==> src/rtl/vga_timing_out_if.sv <==
// Pixel-side bundle between the VGA timing block and the object mux / DAC.
// master = timing block, slave = object mux and DAC side.
interface vga_timing_out_if;
    logic [7:0]  redIn;
    logic [7:0]  greenIn;
    logic [7:0]  blueIn;
    logic [10:0] pixelX;
    logic [10:0] pixelY;
    logic        startOfFrame;
    logic [7:0]  redOut;
    logic [7:0]  greenOut;
    logic [7:0]  blueOut;
    logic        hSyncN;
    logic        vSyncN;
    logic        blankN;

    modport master (
        input  redIn, greenIn, blueIn,
        output pixelX, pixelY, startOfFrame,
        output redOut, greenOut, blueOut,
        output hSyncN, vSyncN, blankN
    );

    modport slave (
        output redIn, greenIn, blueIn,
        input  pixelX, pixelY, startOfFrame,
        input  redOut, greenOut, blueOut,
        input  hSyncN, vSyncN, blankN
    );
endinterface

==> src/rtl/vga_timing_out.sv <==
// VGA raster counters plus a 2-stage aligned output path: sync, blank and colour
// at the outputs all describe the counter position from two clocks earlier.
module vga_timing_out #(
    parameter int H_ACTIVE = 640,
    parameter int H_FP     = 16,
    parameter int H_SYNC   = 96,
    parameter int H_BP     = 48,
    parameter int V_ACTIVE = 480,
    parameter int V_FP     = 10,
    parameter int V_SYNC   = 2,
    parameter int V_BP     = 33
) (
    input  logic            clk,
    input  logic            reset,
    vga_timing_out_if.master bus
);
    localparam int HT = H_ACTIVE + H_FP + H_SYNC + H_BP;
    localparam int VT = V_ACTIVE + V_FP + V_SYNC + V_BP;

    localparam logic [10:0] H_LAST = 11'(HT - 1);
    localparam logic [10:0] V_LAST = 11'(VT - 1);
    localparam logic [10:0] H_VIS  = 11'(H_ACTIVE);
    localparam logic [10:0] V_VIS  = 11'(V_ACTIVE);
    localparam logic [10:0] HS_BEG = 11'(H_ACTIVE + H_FP);
    localparam logic [10:0] HS_END = 11'(H_ACTIVE + H_FP + H_SYNC);
    localparam logic [10:0] VS_BEG = 11'(V_ACTIVE + V_FP);
    localparam logic [10:0] VS_END = 11'(V_ACTIVE + V_FP + V_SYNC);

    logic [10:0] h_count_q, h_count_d;
    logic [10:0] v_count_q, v_count_d;

    logic visible_s0, hsync_s0, vsync_s0;
    logic visible_s1_q, hsync_s1_q, vsync_s1_q;
    logic blank_n_q, hsync_n_q, vsync_n_q;

    logic [2:0][7:0] rgb_in;
    logic [2:0][7:0] rgb_d;
    logic [2:0][7:0] rgb_q;

    always_comb begin
        h_count_d = h_count_q + 11'd1;
        v_count_d = v_count_q;
        if (h_count_q == H_LAST) begin
            h_count_d = 11'd0;
            v_count_d = (v_count_q == V_LAST) ? 11'd0 : v_count_q + 11'd1;
        end
    end

    always_comb begin
        visible_s0 = (h_count_q < H_VIS) && (v_count_q < V_VIS);
        hsync_s0   = (h_count_q >= HS_BEG) && (h_count_q < HS_END);
        vsync_s0   = (v_count_q >= VS_BEG) && (v_count_q < VS_END);
    end

    // Stage 1 lines up with the colour returned by the object mux; stage 2 is the output register.
    always_ff @(posedge clk or posedge reset) begin
        if (reset) begin
            h_count_q    <= 11'd0;
            v_count_q    <= 11'd0;
            visible_s1_q <= 1'b0;
            hsync_s1_q   <= 1'b0;
            vsync_s1_q   <= 1'b0;
            blank_n_q    <= 1'b0;
            hsync_n_q    <= 1'b1;
            vsync_n_q    <= 1'b1;
        end else begin
            h_count_q    <= h_count_d;
            v_count_q    <= v_count_d;
            visible_s1_q <= visible_s0;
            hsync_s1_q   <= hsync_s0;
            vsync_s1_q   <= vsync_s0;
            blank_n_q    <= visible_s1_q;
            hsync_n_q    <= ~hsync_s1_q;
            vsync_n_q    <= ~vsync_s1_q;
        end
    end

    assign rgb_in = {bus.redIn, bus.greenIn, bus.blueIn};

    genvar gi;
    generate
        for (gi = 0; gi < 3; gi++) begin : g_chan
            assign rgb_d[gi] = visible_s1_q ? rgb_in[gi] : 8'd0;
        end
    endgenerate

    always_ff @(posedge clk or posedge reset) begin
        if (reset) begin
            rgb_q <= '0;
        end else begin
            rgb_q <= rgb_d;
        end
    end

    assign bus.pixelX       = h_count_q;
    assign bus.pixelY       = v_count_q;
    assign bus.startOfFrame = (h_count_q == 11'd0) && (v_count_q == 11'd0);
    assign bus.redOut       = rgb_q[2];
    assign bus.greenOut     = rgb_q[1];
    assign bus.blueOut      = rgb_q[0];
    assign bus.hSyncN       = hsync_n_q;
    assign bus.vSyncN       = vsync_n_q;
    assign bus.blankN       = blank_n_q;
endmodule

==> src/flat_wrapper.sv <==
// flat-port wrapper written by rule: the top's interface ports become plain ports
module vga_timing_out_flat 
#(
    parameter int H_ACTIVE = 640,
    parameter int H_FP     = 16,
    parameter int H_SYNC   = 96,
    parameter int H_BP     = 48,
    parameter int V_ACTIVE = 480,
    parameter int V_FP     = 10,
    parameter int V_SYNC   = 2,
    parameter int V_BP     = 33
)
  (clk, reset, bus_redIn, bus_greenIn, bus_blueIn, bus_pixelX, bus_pixelY, bus_startOfFrame, bus_redOut, bus_greenOut, bus_blueOut, bus_hSyncN, bus_vSyncN, bus_blankN);
  vga_timing_out_if bus_i ();
  input  logic clk;
  input  logic reset;
  input wire logic [$bits(bus_i.redIn)-1:0] bus_redIn;
  input wire logic [$bits(bus_i.greenIn)-1:0] bus_greenIn;
  input wire logic [$bits(bus_i.blueIn)-1:0] bus_blueIn;
  output wire logic [$bits(bus_i.pixelX)-1:0] bus_pixelX;
  output wire logic [$bits(bus_i.pixelY)-1:0] bus_pixelY;
  output wire logic [$bits(bus_i.startOfFrame)-1:0] bus_startOfFrame;
  output wire logic [$bits(bus_i.redOut)-1:0] bus_redOut;
  output wire logic [$bits(bus_i.greenOut)-1:0] bus_greenOut;
  output wire logic [$bits(bus_i.blueOut)-1:0] bus_blueOut;
  output wire logic [$bits(bus_i.hSyncN)-1:0] bus_hSyncN;
  output wire logic [$bits(bus_i.vSyncN)-1:0] bus_vSyncN;
  output wire logic [$bits(bus_i.blankN)-1:0] bus_blankN;
  assign bus_i.redIn = bus_redIn;
  assign bus_i.greenIn = bus_greenIn;
  assign bus_i.blueIn = bus_blueIn;
  assign bus_pixelX = bus_i.pixelX;
  assign bus_pixelY = bus_i.pixelY;
  assign bus_startOfFrame = bus_i.startOfFrame;
  assign bus_redOut = bus_i.redOut;
  assign bus_greenOut = bus_i.greenOut;
  assign bus_blueOut = bus_i.blueOut;
  assign bus_hSyncN = bus_i.hSyncN;
  assign bus_vSyncN = bus_i.vSyncN;
  assign bus_blankN = bus_i.blankN;
  vga_timing_out #(.H_ACTIVE(H_ACTIVE), .H_FP(H_FP), .H_SYNC(H_SYNC), .H_BP(H_BP), .V_ACTIVE(V_ACTIVE), .V_FP(V_FP), .V_SYNC(V_SYNC), .V_BP(V_BP)) u_core (.clk(clk), .reset(reset), .bus(bus_i));
endmodule
==> config.mk <==
export PLATFORM = sky130hd
export DESIGN_NAME = vga_timing_out_flat
export DESIGN_NICKNAME = d
export VERILOG_FILES = /design/src/rtl/vga_timing_out_if.sv /design/src/rtl/vga_timing_out.sv /design/src/flat_wrapper.sv
export SDC_FILE = /design/constraint.sdc
export NUM_CORES = 1
export LEC_CHECK = 0
export BUFFER_PORTS_ARGS = -buffer_cell sky130_fd_sc_hd__buf_2
export CAP_MARGIN = 20
export CORE_ASPECT_RATIO = 1.2
export CORE_MARGIN = 2
export CORE_UTILIZATION = 35
export CTS_CLUSTER_DIAMETER = 80
export DETAILED_ROUTE_END_ITERATION = 10
export SYNTH_ARGS = -nofsm -noshare
export SYNTH_HDL_FRONTEND = slang
export SYNTH_SLANG_ARGS = --single-unit
==> constraint.sdc <==
create_clock -name clk -period 1.7 [get_ports clk]
set_input_delay 0.17 -clock clk [delete_from_list [all_inputs] [get_ports clk]]
set_output_delay 0.17 -clock clk [all_outputs]
set_load 0.02 [all_outputs]
==> flow_metrics.env, run 1 <==
export IMPL_cp_end_kind="flip-flop"
export IMPL_critPathArrivalTime_ns=2.09
export IMPL_cts_tree="done"
export IMPL_synthArstFlopShare_pct=100
export IMPL_firstDrtPassIters=4
export IMPL_grt_pass1_wl_um=7600
export IMPL_finalCritPeriodShare_pct=112
export IMPL_place_hpwl_um=3520
export IMPL_diodes=0
export IMPL_synth_distinct_cells=35
export IMPL_mappedNetlistArea_um2=2130
export IMPL_worst_slew_pin_transition_ns=0.530
export IMPL_setup_tns_ns=-1.15
export IMPL_violations="setup timing"
export IMPL_final_cell_mix="74 x buf_2, 45 x dfrtp_1, 24 x and2_1, 20 x buf_4, 10 x xor2_1"
export IMPL_cap_violations=0
export IMPL_setup_viol=12
export IMPL_totalWireLength_um=4880
export IMPL_fmax_mhz=526
export IMPL_grt_max_degree=53
export IMPL_peakVddDrop_mv=0.304
export IMPL_synthesis_nets=210
export IMPL_hold_viol=0
export IMPL_flow_area_growth_from_synthesis_pct=42.6
export IMPL_startpoint_type="flip-flop"
export IMPL_root_buffer="clkbuf_8"
export IMPL_wl_per_cell_um=13.3
export IMPL_fillers=572
export IMPL_slew_violations=0
export IMPL_setup_ws_ns=-0.200
export IMPL_drtAntennaViolNets=0
export IMPL_dieArea_um2=6720
export IMPL_dr_total_vias=1681
export IMPL_yosysWarnings=0
export IMPL_p_leak_nw=1.50
export IMPL_nets=314
export IMPL_die_y_um=89.4
export IMPL_overflow=0
export IMPL_status="finished, violations left"
export IMPL_finClkSkew_ns=0.00364
export IMPL_antenna_found_initial=0
export IMPL_gp_congestion=0.757
export IMPL_initial_utilization_pct=35.6
export IMPL_synth_edf_count=0
export IMPL_place_ws_ns=-0.146
export IMPL_grt_use_total_pct=14.7
export IMPL_yosys_register_bits=52
export IMPL_drt_iter0_drc=37
export IMPL_cts_buffers=5
export IMPL_num_rows=31
export IMPL_clock_latency_ns=0.30
export IMPL_viasPerCell=4.58
export IMPL_required_ns=1.89
export IMPL_portBuffers=75
export IMPL_ios=76
export IMPL_synth_avg_cell_area_um2=11.8
export IMPL_layout_commonest_cell="buf_2"
export IMPL_synthCells=180
export IMPL_cts_sinks=52
export IMPL_critPathMaxFanout=4
export IMPL_stdcell_area_um2=3030
export IMPL_drive_gt1_share_pct=49.5
export IMPL_place_area_um2=2800
export IMPL_synth_ff_type="dfrtp_1"
export IMPL_hold_class="in2reg"
export IMPL_critical_path_class="reg2reg"
export IMPL_drc=0
export IMPL_power_density_nw_per_um2=697
export IMPL_rsz0062_at_grt="true"
export IMPL_ys_seq_area_share_pct=61.3
export IMPL_clkTransAtPathRegs_ns=0.09
export IMPL_period_needed_ns=1.90
export IMPL_htreeDepth=2
export IMPL_slew_headroom_pct=64.6
export IMPL_coreArea_um2=5970
export IMPL_die_w_um=75.1
export IMPL_clockBufferDepth=2
export IMPL_grt_pass1_vias=1601
[synthesized netlist by cell type (all sizes together) (2+ instances only)]
library cell	number	area share, %
a31oi	2	0.59
and2	25	7.4
and3	5	1.6
buf	3	1.2
clkbuf	2	0.35
dfrtp	50	59
dfstp	2	2.5
ha	4	2.4
inv	9	1.6
nand2	10	1.8
nand2b	2	0.59
nand3	9	2.1
nand4	5	1.5
nor2	7	1.2
nor3	7	2.4
nor4	5	1.5
o21ai	6	1.4
or3	2	0.59
xnor2	3	1.2
xor2	10	4.1
[sequential cells by signal, summed over array words and instances (netlist names), 8 cells and up]
name and flops:
u_core.bus.pixelY 11, u_core.bus.pixelX 11, u_core.bus.greenOut 8, u_core.bus.blueOut 8, u_core.bus.redOut 8
[stage by stage]
step	std cells	hold WS [ns]	total power, W	utilization, %
after detailed placement	356	0.241	0.00144	46.9
final	367	0.0753	0.00211	50.7
after CTS	365	0.0716	0.00214	49.2
after global routing	367	0.0634	0.00222	50.7
after floorplan	180	0.304	0.00137	-
after global placement	356	0.241	0.00144	46.9
[logic make-up after synthesis]
family | after synthesis | share of synthesized area [%]
AO/OA/AOI/OAI | 12 | 3.77
XOR/XNOR | 13 | 5.36
adder cells (fa/ha/maj) | 4 | 2.35
buffers and inverters | 14 | 3.18
flip-flops | 52 | 61.3
AND/OR/NAND/NOR | 85 | 24.0
[cell type report]
cell class	instances	area, um2	share of cell area (%)
Inverter	9	33.8	1.11
Clock inverter	2	16.3	0.537
Clock buffer	6	72.6	2.39
Sequential cell	52	1310	43.2
Timing Repair Buffer	102	622	20.5
Tap cell	82	103	3.39
Multi-Input combinational cell	114	873	28.8
[final timing paths]
check | start | to | slack [ns] | depth (start not counted)
worst max-delay path | u_core.bus.pixelX[6] | u_core.bus.pixelY[9] | -0.20 | 4
worst min-delay path | bus_greenIn[0] | u_core.bus.greenOut[0] | 0.08 | 2
worst max register to register | u_core.bus.pixelX[6] | u_core.bus.pixelY[9] | -0.20 | 4
worst min register to register | u_core.hsync_s1_q | u_core.bus.hSyncN | 0.35 | 1
max in group asynchronous | reset | u_core.bus.vSyncN | 0.95 | 4
min in group asynchronous | reset | u_core.bus.greenOut[7] | 0.47 | 4
[timing repair]
action,in CTS,in global routing
hold buffers,1,0
cloned,0,1
pin swaps,3,6
setup buffers,0,1
endpoints found under the hold margin,50,0
gates resized for setup,9,21
endpoints found under the setup margin,13,18
[power by group]
group | internal, W | switching (W) | total, W
registers | 0.00126 | 0.00000636 | 0.00127
logic | 0.0000606 | 0.0000854 | 0.000146
clock network | 0.000294 | 0.000401 | 0.000695
total | 0.00162 | 0.000493 | 0.00211
[metal layers]
layer / GRT usage [%] / vias to the layer above / wire, um
met2: 25.6 / 67 / 2430
li1: - / 811 / -
met5: 0 / - / 0
met3: 3.72 / 5 / 350
met1: 18.3 / 798 / 2060
met4: 3.35 / 0 / 46
[worst max-delay path, stage by stage, from the launching register on]
cell     delay [ns]
dfrtp_2        0.41
or4b_4         0.57
or4_4          0.48
o32ai_2        0.26
nor2b_1        0.07
Power figures use the tool's default switching activity.
==> run 2, diff against run 1 <==
--- a/config.mk
+++ b/config.mk
@@ -5,10 +5,10 @@
 export SDC_FILE = /design/constraint.sdc
 export NUM_CORES = 1
 export LEC_CHECK = 0
+export ABC_AREA = 1
 export BUFFER_PORTS_ARGS = -buffer_cell sky130_fd_sc_hd__buf_2
 export CAP_MARGIN = 20
 export CORE_ASPECT_RATIO = 1.2
-export CORE_MARGIN = 2
 export CORE_UTILIZATION = 35
 export CTS_CLUSTER_DIAMETER = 80
 export DETAILED_ROUTE_END_ITERATION = 10
==> run 2 against run 1 <==
  * The flow now finishes without violations
  * Combinational power increased by 3%
  * Sequential cell count unchanged
  * Fmax increased by 13%
  * Critical path depth increased by 3
  * Worst hold slack got worse by 0.017 ns
  * Critical path type is now reg2out
  * Critical endpoint is now bus_startOfFrame
  * Largest power group unchanged
  * Highest routed layer unchanged
==> flow_metrics.env, run 2 <==
export IMPL_drc=0
export IMPL_finClkSkew_ns=0.0111
export IMPL_die_w_um=76.4
export IMPL_synth_ff_type="dfrtp_1"
export IMPL_portBuffers=75
export IMPL_drtAntennaViolNets=0
export IMPL_critical_path_class="reg2out"
export IMPL_power_density_nw_per_um2=711
export IMPL_area_sequential_um2=1310
export IMPL_nets=389
export IMPL_diodes=0
export IMPL_cts_sinks=52
export IMPL_drive_gt1_share_pct=30.8
export IMPL_cts_tree="done"
export IMPL_place_area_um2=2830
export IMPL_cap_violations=0
export IMPL_die_y_um=91.3
export IMPL_required_ns=1.53
export IMPL_htreeDepth=2
export IMPL_antenna_found_initial=0
export IMPL_gp_congestion=0.855
export IMPL_root_buffer="clkbuf_8"
export IMPL_ys_seq_area_share_pct=56.1
export IMPL_grt_use_total_pct=15.4
export IMPL_synth_top_area_share_pct=53.8
export IMPL_drt_iter0_drc=41
export IMPL_setup_ws_ns=0.0169
export IMPL_mappedNetlistArea_um2=2320
export IMPL_critPathArrivalTime_ns=1.51
export IMPL_dp_cells=429
export IMPL_cpPeakStageDelay_ns=0.43
export IMPL_clock_latency_ns=0.30
export IMPL_grt_max_degree=33
export IMPL_p_clk_share_pct=33.6
export IMPL_crit_top_cell="nor2_1"
export IMPL_synth_distinct_cells=29
export IMPL_layout_commonest_cell="buf_2"
export IMPL_synthArstFlopShare_pct=100
export IMPL_viasPerCell=4.47
export IMPL_period_needed_ns=1.68
export IMPL_firstDrtPassIters=4
export IMPL_yosysWarnings=0
export IMPL_cp_end_kind="output pin"
export IMPL_path_delay_family="flip-flops"
export IMPL_synth_avg_cell_area_um2=8.67
export IMPL_p_comb_share_pct=7.0
export IMPL_fmax_mhz=594
export IMPL_ios=76
export IMPL_place_hpwl_um=3700
export IMPL_slew_headroom_pct=48.3
export IMPL_critPathMaxFanout=2
export IMPL_finalCritPeriodShare_pct=99.0
export IMPL_stdcell_area_um2=3010
export IMPL_switching_share_pct=22.8
export IMPL_fin_cells=445
export IMPL_cp_cell_sequence="inv_2 > ha_4 > nand4_1 > nor2_1 > nand2_1 > nor2_1 > buf_4"
export IMPL_p_int_w=0.00165
export IMPL_hold_class="in2reg"
export IMPL_worst_slew_pin_transition_ns=0.775
export IMPL_p_leak_nw=1.69
export IMPL_yosys_register_bits=52
export IMPL_clkTransAtPathRegs_ns=0.09
export IMPL_yosysMostFrequentCell="nand2_1"
export IMPL_cts_buffers=5
export IMPL_coreArea_um2=6410
export IMPL_slew_violations=0
export IMPL_synth_common_cells="72 x nand2_1, 55 x inv_1, 50 x dfrtp_1"
export IMPL_fillers=649
export IMPL_synthesis_nets=298
export IMPL_synth_edf_count=0
export IMPL_status="complete, no violations"
export IMPL_p_seq_share_pct=59.4
export IMPL_synthTopCellsByArea="dfrtp_1 54%, nand2_1 12%, inv_1 8.9%, nor2_1 3.6%, nand3_1 3.4%"
export IMPL_synthCells=268
export IMPL_grt_pass1_wl_um=8590
export IMPL_num_rows=32
export IMPL_critical_path_buf_inv_count=2
export IMPL_dieArea_um2=6970
export IMPL_cp_slowest_cell="dfrtp_2"
export IMPL_rsz0062_at_grt="true"
export IMPL_peakVddDrop_mv=0.350
export IMPL_hold_viol=0
export IMPL_place_ws_ns=0.154
export IMPL_switchingPower_w=0.000488
export IMPL_dr_total_vias=1987
export IMPL_initial_utilization_pct=36.3
export IMPL_grt_pass1_vias=1871
export IMPL_multiInputGateArea_um2=797
export IMPL_setup_viol=0
export IMPL_synth_top_cell_by_area="dfrtp_1"
export IMPL_totalWireLength_um=5190
export IMPL_startpoint_type="flip-flop"
export IMPL_wl_per_cell_um=11.7
export IMPL_final_cell_mix="74 x buf_2, 72 x nand2_1, 51 x inv_1, 49 x dfrtp_1, 22 x nor2_1"
export IMPL_flow_area_growth_from_synthesis_pct=29.4
export IMPL_overflow=0
export IMPL_clockBufferDepth=2
export IMPL_hold_worst_slack_ns=0.0578
run 2: cell count changes after synthesis, moves of 3 or more:
cell and delta:
nand3_1 +7, nor3_2 -3, xnor2_1 -3, nand4_1 +3, xor2_1 -4, nand2_1 +62, nor4_1 -4, and2_1 -25
nor2_1 +15, inv_1 +46, nor2_2 +3
run 2: timing repair:
| action | CTS | global route |
|---|---|---|
| endpoints found under the setup margin | 1 | 2 |
| endpoints found under the hold margin | 19 | 0 |
| hold buffers | 1 | 0 |
| resized for setup | 7 | 1 |
| setup buffers | 6 | 1 |
| gates cloned | 0 | 0 |
| pin swaps | 4 | 2 |
run 2: worst paths after layout:
path / startpoint / end / slack [ns] / cells past startpoint
min in group asynchronous: reset / u_core.bus.pixelX[5] / 0.44 / 3
worst min-delay path: bus_blueIn[5] / u_core.bus.blueOut[5] / 0.06 / 3
worst max register to register: u_core.bus.pixelY[0] / u_core.bus.pixelY[4] / 0.16 / 7
worst max-delay path: u_core.bus.pixelY[0] / bus_startOfFrame / 0.02 / 7
worst min register to register: u_core.hsync_s1_q / u_core.bus.hSyncN / 0.35 / 1
max in group asynchronous: reset / u_core.bus.vSyncN / 0.66 / 4
run 2: logic make-up (layout without fill, tap and decap cells):
| kind of cell | Yosys count | in the layout | share of synthesized area [%] |
|---|---|---|---|
| AO/OA/AOI/OAI | 12 | 12 | 3.12 |
| XOR/XNOR | 6 | 6 | 2.26 |
| adder cells (fa/ha/maj) | 4 | 4 | 2.15 |
| buffers and inverters | 60 | 152 | 10.5 |
| flip-flops | 52 | 52 | 56.1 |
| AND/OR/NAND/NOR | 134 | 134 | 25.8 |
run 2: final cells by class:
class,count,area share (%)
Clock buffer,7,2.87
Clock inverter,1,0.250
Inverter,56,7.15
Multi-Input combinational cell,156,26.5
Sequential cell,52,43.4
Tap cell,85,3.54
Timing Repair Buffer,88,16.3
run 2: power groups by stage:
| stage | combinational (W) | sequential, W | clock [W] |
|---|---|---|---|
| after floorplan | 0.0000388 | 0.00134 | 0 |
| after global placement | 0.000151 | 0.00129 | 0 |
| after detailed placement | 0.000152 | 0.00130 | 0 |
| after CTS | 0.000155 | 0.00127 | 0.000761 |
| after global routing | 0.000167 | 0.00127 | 0.000811 |
| final | 0.000151 | 0.00127 | 0.000718 |
run 2: per-layer routing:
| metal | global-route usage (%) | vias up | wire, um |
|---|---|---|---|
| met5 | 0 | - | 0 |
| met4 | 5.61 | 0 | 91 |
| met3 | 3.22 | 10 | 343 |
| met2 | 25.2 | 87 | 2360 |
| met1 | 20.0 | 895 | 2400 |
| li1 | - | 995 | - |
run 2: metrics by stage:
step | power, W | setup TNS (ns) | utilization, %
2_1_floorplan | 0.00137 | 0 | -
3_3_place_gp | 0.00145 | 0 | 44.1
3_5_place_dp | 0.00145 | 0 | 44.1
4_1_cts | 0.00219 | -0.0108 | 46.7
5_1_grt | 0.00225 | -0.0473 | 47.0
6_report | 0.00214 | 0 | 47.0
run 2: worst register-to-register path, delay by kind of cell, from the launching register on:
| kind | cells | cell delay (ns) |
|---|---|---|
| flip-flops | 1 | 0.39 |
| adder cells (fa/ha/maj) | 1 | 0.25 |
| buffers and inverters | 2 | 0.23 |
| AND/OR/NAND/NOR | 3 | 0.40 |
| XOR/XNOR | 1 | 0.17 |
